**src/rtl/lru_set_ctrl.sv**
```systemverilog
// Lookup/refill controller for one 8-way cache set.
// Compares a request tag against the set, picks a victim on a miss, and drives the LRU update.
//
// state   | meaning
// --------+-------------------------------------------------------
// IDLE    | ready for a request or a flush
// LOOKUP  | compare the latched tag against all ways, choose a way
// REFILL  | refill request held until the next level acks
// UPDATE  | one-cycle LRU strobe and response
module lru_set_ctrl #(
  parameter int TAG_W = 20
) (
  input  logic             clk,
  input  logic             rst,
  input  logic             i_req_valid,
  output logic             o_req_ready,
  input  logic [TAG_W-1:0] i_req_tag,
  input  logic             i_flush,
  output logic             o_resp_valid,
  output logic             o_resp_hit,
  output logic [7:0]       o_resp_way,
  output logic             o_refill_req,
  output logic [TAG_W-1:0] o_refill_tag,
  input  logic             i_refill_ack,
  input  logic [7:0]       i_lru_flag,
  output logic [7:0]       o_hit_way_8,
  output logic             o_hit_sig,
  output logic             o_lru_write_enable
);

  typedef enum logic [1:0] {
    S_IDLE   = 2'd0,
    S_LOOKUP = 2'd1,
    S_REFILL = 2'd2,
    S_UPDATE = 2'd3
  } state_t;

  state_t           state_q, state_d;
  logic [7:0]       valid_q, valid_d;
  logic [TAG_W-1:0] tag_q [8];
  logic [TAG_W-1:0] tag_d [8];
  logic [TAG_W-1:0] req_tag_q, req_tag_d;
  logic [7:0]       way_q, way_d;
  logic             hit_q, hit_d;
  logic             promote_q, promote_d;

  logic [7:0]       hit_vec;
  logic [7:0]       inv_vec;
  logic [7:0]       low_inv;
  logic             lru_onehot;

  always_comb begin
    hit_vec = 8'd0;
    for (int i = 0; i < 8; i++) begin
      hit_vec[i] = valid_q[i] && (tag_q[i] == req_tag_q);
    end
  end

  // Two's-complement trick isolates the lowest set bit of the invalid mask.
  assign inv_vec    = ~valid_q;
  assign low_inv    = inv_vec & (~inv_vec + 8'd1);
  assign lru_onehot = (i_lru_flag != 8'd0) && ((i_lru_flag & (i_lru_flag - 8'd1)) == 8'd0);

  always_comb begin
    state_d   = state_q;
    valid_d   = valid_q;
    tag_d     = tag_q;
    req_tag_d = req_tag_q;
    way_d     = way_q;
    hit_d     = hit_q;
    promote_d = promote_q;

    case (state_q)
      S_IDLE: begin
        if (i_flush) begin
          valid_d = 8'd0;
        end else if (i_req_valid) begin
          req_tag_d = i_req_tag;
          state_d   = S_LOOKUP;
        end
      end
      S_LOOKUP: begin
        if (hit_vec != 8'd0) begin
          way_d     = hit_vec;
          hit_d     = 1'b1;
          promote_d = 1'b1;
          state_d   = S_UPDATE;
        end else if (inv_vec != 8'd0) begin
          way_d     = low_inv;
          hit_d     = 1'b0;
          promote_d = 1'b1;
          state_d   = S_REFILL;
        end else begin
          way_d     = lru_onehot ? i_lru_flag : 8'h01;
          hit_d     = 1'b0;
          promote_d = 1'b0;
          state_d   = S_REFILL;
        end
      end
      S_REFILL: begin
        if (i_refill_ack) begin
          for (int i = 0; i < 8; i++) begin
            if (way_q[i]) tag_d[i] = req_tag_q;
          end
          valid_d = valid_q | way_q;
          state_d = S_UPDATE;
        end
      end
      S_UPDATE: begin
        state_d = S_IDLE;
      end
      default: begin
        state_d = S_IDLE;
      end
    endcase
  end

  always_ff @(posedge clk or negedge rst) begin
    if (!rst) begin
      state_q   <= S_IDLE;
      valid_q   <= 8'd0;
      req_tag_q <= '0;
      way_q     <= 8'd0;
      hit_q     <= 1'b0;
      promote_q <= 1'b0;
      for (int i = 0; i < 8; i++) begin
        tag_q[i] <= '0;
      end
    end else begin
      state_q   <= state_d;
      valid_q   <= valid_d;
      req_tag_q <= req_tag_d;
      way_q     <= way_d;
      hit_q     <= hit_d;
      promote_q <= promote_d;
      tag_q     <= tag_d;
    end
  end

  // Refill outputs decode straight from state so an async reset drops them at once.
  assign o_req_ready        = (state_q == S_IDLE) && !i_flush;
  assign o_refill_req       = (state_q == S_REFILL);
  assign o_refill_tag       = (state_q == S_REFILL) ? req_tag_q : '0;
  assign o_lru_write_enable = (state_q == S_UPDATE);
  assign o_hit_way_8        = (state_q == S_UPDATE) ? way_q : 8'd0;
  assign o_hit_sig          = (state_q == S_UPDATE) && promote_q;
  assign o_resp_valid       = (state_q == S_UPDATE);
  assign o_resp_hit         = (state_q == S_UPDATE) && hit_q;
  assign o_resp_way         = (state_q == S_UPDATE) ? way_q : 8'd0;

endmodule

```
**config.mk**
```make
export PLATFORM = sky130hd
export DESIGN_NAME = lru_set_ctrl
export DESIGN_NICKNAME = d
export VERILOG_FILES = /design/src/rtl/lru_set_ctrl.sv
export SDC_FILE = /design/constraint.sdc
export NUM_CORES = 1
export LEC_CHECK = 0
export ABC_AREA = 1
export BUFFER_PORTS_ARGS = -buffer_cell sky130_fd_sc_hd__buf_2
export CAP_MARGIN = 20
export CORE_MARGIN = 1
export CORE_UTILIZATION = 35
export DETAILED_ROUTE_END_ITERATION = 8
export GPL_ROUTABILITY_DRIVEN = 0
export SYNTH_ARGS = -nofsm -noshare
export SYNTH_HDL_FRONTEND = slang
export SYNTH_SLANG_ARGS = --single-unit
export TNS_END_PERCENT = 10
```
**constraint.sdc**
```tcl
create_clock -name clk -period 4.7 [get_ports clk]
set_input_delay 0.94 -clock clk [delete_from_list [all_inputs] [get_ports clk]]
set_output_delay 0.94 -clock clk [all_outputs]
set_load 0.01 [all_outputs]
```
* Word level (Yosys, flattened, before mapping)
Index checks and enable logic that the tools add are counted.
** Operators by class
- $add $sub $neg :: 2
- Equal/unequal tests :: 15
- Muxes and demuxes :: 16
- Bitwise logic cells :: 6
- Reductions and logical operators :: 30
** Operator list (count)
- $eq A20 B20 Y1 :: 8
- $mux W8 :: 6
- $reduce_and A3 Y1 :: 11
- $reduce_bool A8 Y1 :: 3
- $mux W20 :: 1
- $and A8 B8 Y8 :: 2
- $not A8 Y8 :: 2
- $pmux W8 S2 :: 1
- $logic_and A1 B1 Y1 :: 12
- $add A8 B1 Y8 const B :: 1
- $logic_not A8 Y1 :: 1
- $or A8 B8 Y8 :: 1
- $pmux W2 S4 :: 1
- $sub A8 B1 Y8 const B :: 1
- $mux W2 :: 3
- $ne A2 B2 Y1 const B :: 3
- $eq A2 B2 Y1 const B :: 2
- $mux W1 :: 4
- $eq A2 B1 Y1 const B :: 1
- $logic_not A2 Y1 :: 1
- $ne A2 B1 Y1 const B :: 1
- $reduce_bool A2 Y1 :: 1
- $logic_not A1 Y1 :: 1
- $not A1 Y1 :: 1
** Storage, ports and cells
- Flip-flop bits (word level) :: 200
- Input port bits :: 33
- Word-level logic and storage cells :: 83

* Longest topological paths before layout
- Word-level depth :: 7
- Depth in mapped cells :: 16
- Depth with buffers taken out :: 14

* Worst setup path before layout
Ideal clock, no wire load.
- Path kind :: reg-to-output
- Start point :: register state_q[0]
- End point :: output o_resp_way[0]
- Arrival :: 1.205 ns
- Slack :: 2.555 ns
- Cell stages (with the launch flop) :: 6
- Cell sequence :: dfrtp_1 ha_1 clkbuf_1 nand2_1 inv_1 buf_4
** On the way
- Cells in the longest elaborated chain, start to end :: 2
** RTL lines
- start: declaration :: RTL line 38 : state_t state_q, state_d;
- start signal: assignment :: RTL line 130 : state_q <= state_d;
- $eq A2 B2 Y1
- named net o_lru_write_enable :: RTL line 28 : output logic o_lru_write_enable
- $mux W8 :: RTL line 149 : assign o_resp_way = (state_q == S_UPDATE) ? way_q : 8'd0;
- end: declaration :: RTL line 21 : output logic [7:0] o_resp_way,
The timed path passes the listed nets, and every way through them passes these cells.

* Worst setup path after layout
- Start point :: register state_q[0]
- End point :: output o_refill_tag[11]
** On the way
- Cells in the longest elaborated chain, start to end :: 2
** RTL lines
- $eq A2 B2 Y1 :: RTL line 143 : assign o_refill_tag = (state_q == S_REFILL) ? req_tag_q : '0;
- $mux W20 :: RTL line 143
- end: declaration :: RTL line 23 : output logic [TAG_W-1:0] o_refill_tag,
No other way between the ends.

==> out/metrics.csv <==
metric,value,unit
Top Ports,75,
Vias/cell,4.949,
setup_tns,0,ns
die area,31310,µm²
setup violators final,0,
Die W,177.0,µm
max cap viols,0,
Core Footprint,29870,µm²
first-pass GRT wire length,51390,µm
status,finished clean,
setup bufs post-CTS,0,
Max Fclk,319.0,MHz
Rows,63,
Worst VDD drop,324.4,µV
post-synthesis cell area,10710,µm²
crit-path most repeated cell,inv_1,
Num Clock Sinks,200,
CTS tree,built,
Slew @ Worst Pin,0.9952,ns
Initial Util,0.3586,
Hold Fails Final Rpt,0,
Period minus WS final,3.134,ns
initial antenna violation count,2,
crit path launch type,register,
Cells after Synth,1511,
# resized after CTS,0,
"Avg Cell Area, Syn",7.090,µm²
"commonest cells after routing, fill and taps aside","nand2_1, dfrtp_1, o21ai_0",
max-slew violations,0,
Reg area,5005,µm²
final clock skew,0.01216,ns
Cell variety after synth,36,
Hold Crit Class,reg -> reg,
fillers,3112,
# hold bufs at CTS,0,
worst hold slack,0.4892,ns
"most common cell after layout, fill and taps aside",nand2_1,
Seq cells post-synth,200,
vias in the first global route,8767,
GRT Util Overall,0.2217,
P&R area growth vs syn,11.35,%
layout cells sized above 1,0.09552,
htree depth,4,
Max Root-Sink Buffers,2,
area of the multi-input gates,4533,µm²
Layout Nets,1563,
# port buffers,74,
CP Cell Sequence,inv_1 -> ha_1 -> buf_4 -> nand2_1 -> inv_1 -> buf_2,
routed wire length,33150,µm
hpwl dp,22070,µm
"Clk Latency, worst-skew pair",0.45,ns
Worst Path Max Fanout,12,
sequential-to-total area share from yosys stat,0.4672,
Worst path slowest cell,ha_1,
Critical Path AT,2.19,ns
CP Capture Type,primary output,
GRT overflow,0,
Worst path max stage delay,0.53,ns
Critical Path RT,3.76,ns
Worst slew margin,0.3326,
first drt pass iteration count,5,
cts bufs inserted,17,
Vias,9552,
PwrDens,747.6,nW/µm²
static leakage,6.425,nW
critical path type,reg -> out,
initial DRC count,856,
Die Y,177.0,µm
Synth Net Count,1548,
DRC violations left,0,
largest net degree at the start of global routing,99,
routed length per instance,17.17,µm
"Warnings, synthesis",0,
Root Buffer,clkbuf_16,
RSZ-0062 raised after global routing,no,
Clock transition at path regs,0.08,ns
Final ANT Viol Nets,0,
final period utilization,0.6669,
sequential cells by signal (all words and copies together), names as in the netlist:
signal	flops
valid_q	8
req_tag_q	20
tag_q	160
way_q	8
hit_q	1
state_q	2
promote_q	1
logic make-up (layout without fill, tap and decap cells):
logic type,count (synthesis),in the layout,synth area share
buf+inv,267,295,0.1097
other cells,0,1,0
compound gates,259,259,0.1230
simple gates,760,760,0.2783
xor+xnor,21,21,0.01717
fa+ha+maj,4,4,0.004672
flops,200,200,0.4672
through the flow:
stage	total power [W]	setup slack (ns)	instances	cell area, µm²	util
6_report	0.008918	1.566	1930	11930	0.3993
4_1_cts	0.008898	1.550	1927	11870	0.3974
5_1_grt	0.009684	1.483	1929	11930	0.3992
3_3_place_gp	0.007182	2.006	1892	11150	0.3734
3_5_place_dp	0.007273	2.014	1895	11240	0.3761
2_1_floorplan	0.006014	2.555	1511	10710	-
power by group:
part	leakage, nW	switching (W)	internal, W
combinational	3.74	0.00239	0.00130
clock	0.301	0.000738	0.000863
sequential	2.38	0.00106	0.00258
routing by layer:
| metal | global-route usage | routed length (µm) |
|---|---|---|
| met1 | 0.3157 | 15210 |
| met2 | 0.3276 | 14400 |
| met3 | 0.04618 | 2604 |
| met4 | 0.08477 | 932 |
| met5 | 0 | 0 |
Yosys cell counts (all sizes together):
cell type,instances,area [µm²]
nand4,2,12.51
buf,49,336.6
or2,6,37.54
dfrtp,200,5005
nor4,1,6.260
nand3b,3,22.52
nand2,587,2221
clkbuf,41,153.9
a211oi,2,15.01
nor3,1,5.000
a21oi,35,175.2
inv,177,684.4
ha,4,50.05
o21ai,214,1071
xnor2,17,148.9
a31oi,1,6.260
o22ai,2,12.51
o31ai,1,7.510
o211ai,4,30.03
nor2,126,501.7
nand3,34,175.2
xor2,4,35.03
worst max-delay path: cells and delay by family (launching register included):
kind                     cells  cell delay (ns)
AND/OR/NAND/NOR              1             0.12
adder cells (fa/ha/maj)      1             0.53
buffers and inverters        4             0.65
flip-flops                   1             0.44
path summary, 6_finish.rpt:
| path | to | cells past startpoint | from | slack (ns) |
|---|---|---|---|---|
| min in group asynchronous | req_tag_q[7] | 1 | rst | 0.52 |
| max in group asynchronous | tag_q[131] | 2 | rst | 3.09 |
| max | o_refill_tag[11] | 6 | state_q[0] | 1.57 |
| min | tag_q[106] | 2 | tag_q[106] | 0.49 |
| max reg2reg | valid_q[0] | 7 | state_q[0] | 1.96 |
| min reg2reg | tag_q[106] | 2 | tag_q[106] | 0.49 |
area by class of cell:
class | count | share of cell area
diodes | 1 | 0.0002098
clock buffers | 17 | 0.03566
clock inverters | 15 | 0.01752
inverters | 177 | 0.05737
multi-input cells | 1044 | 0.3800
flip-flops and latches | 200 | 0.4196
well taps | 390 | 0.04091
repair buffers | 86 | 0.04877
No activity file was read; power rests on OpenSTA's default activity.
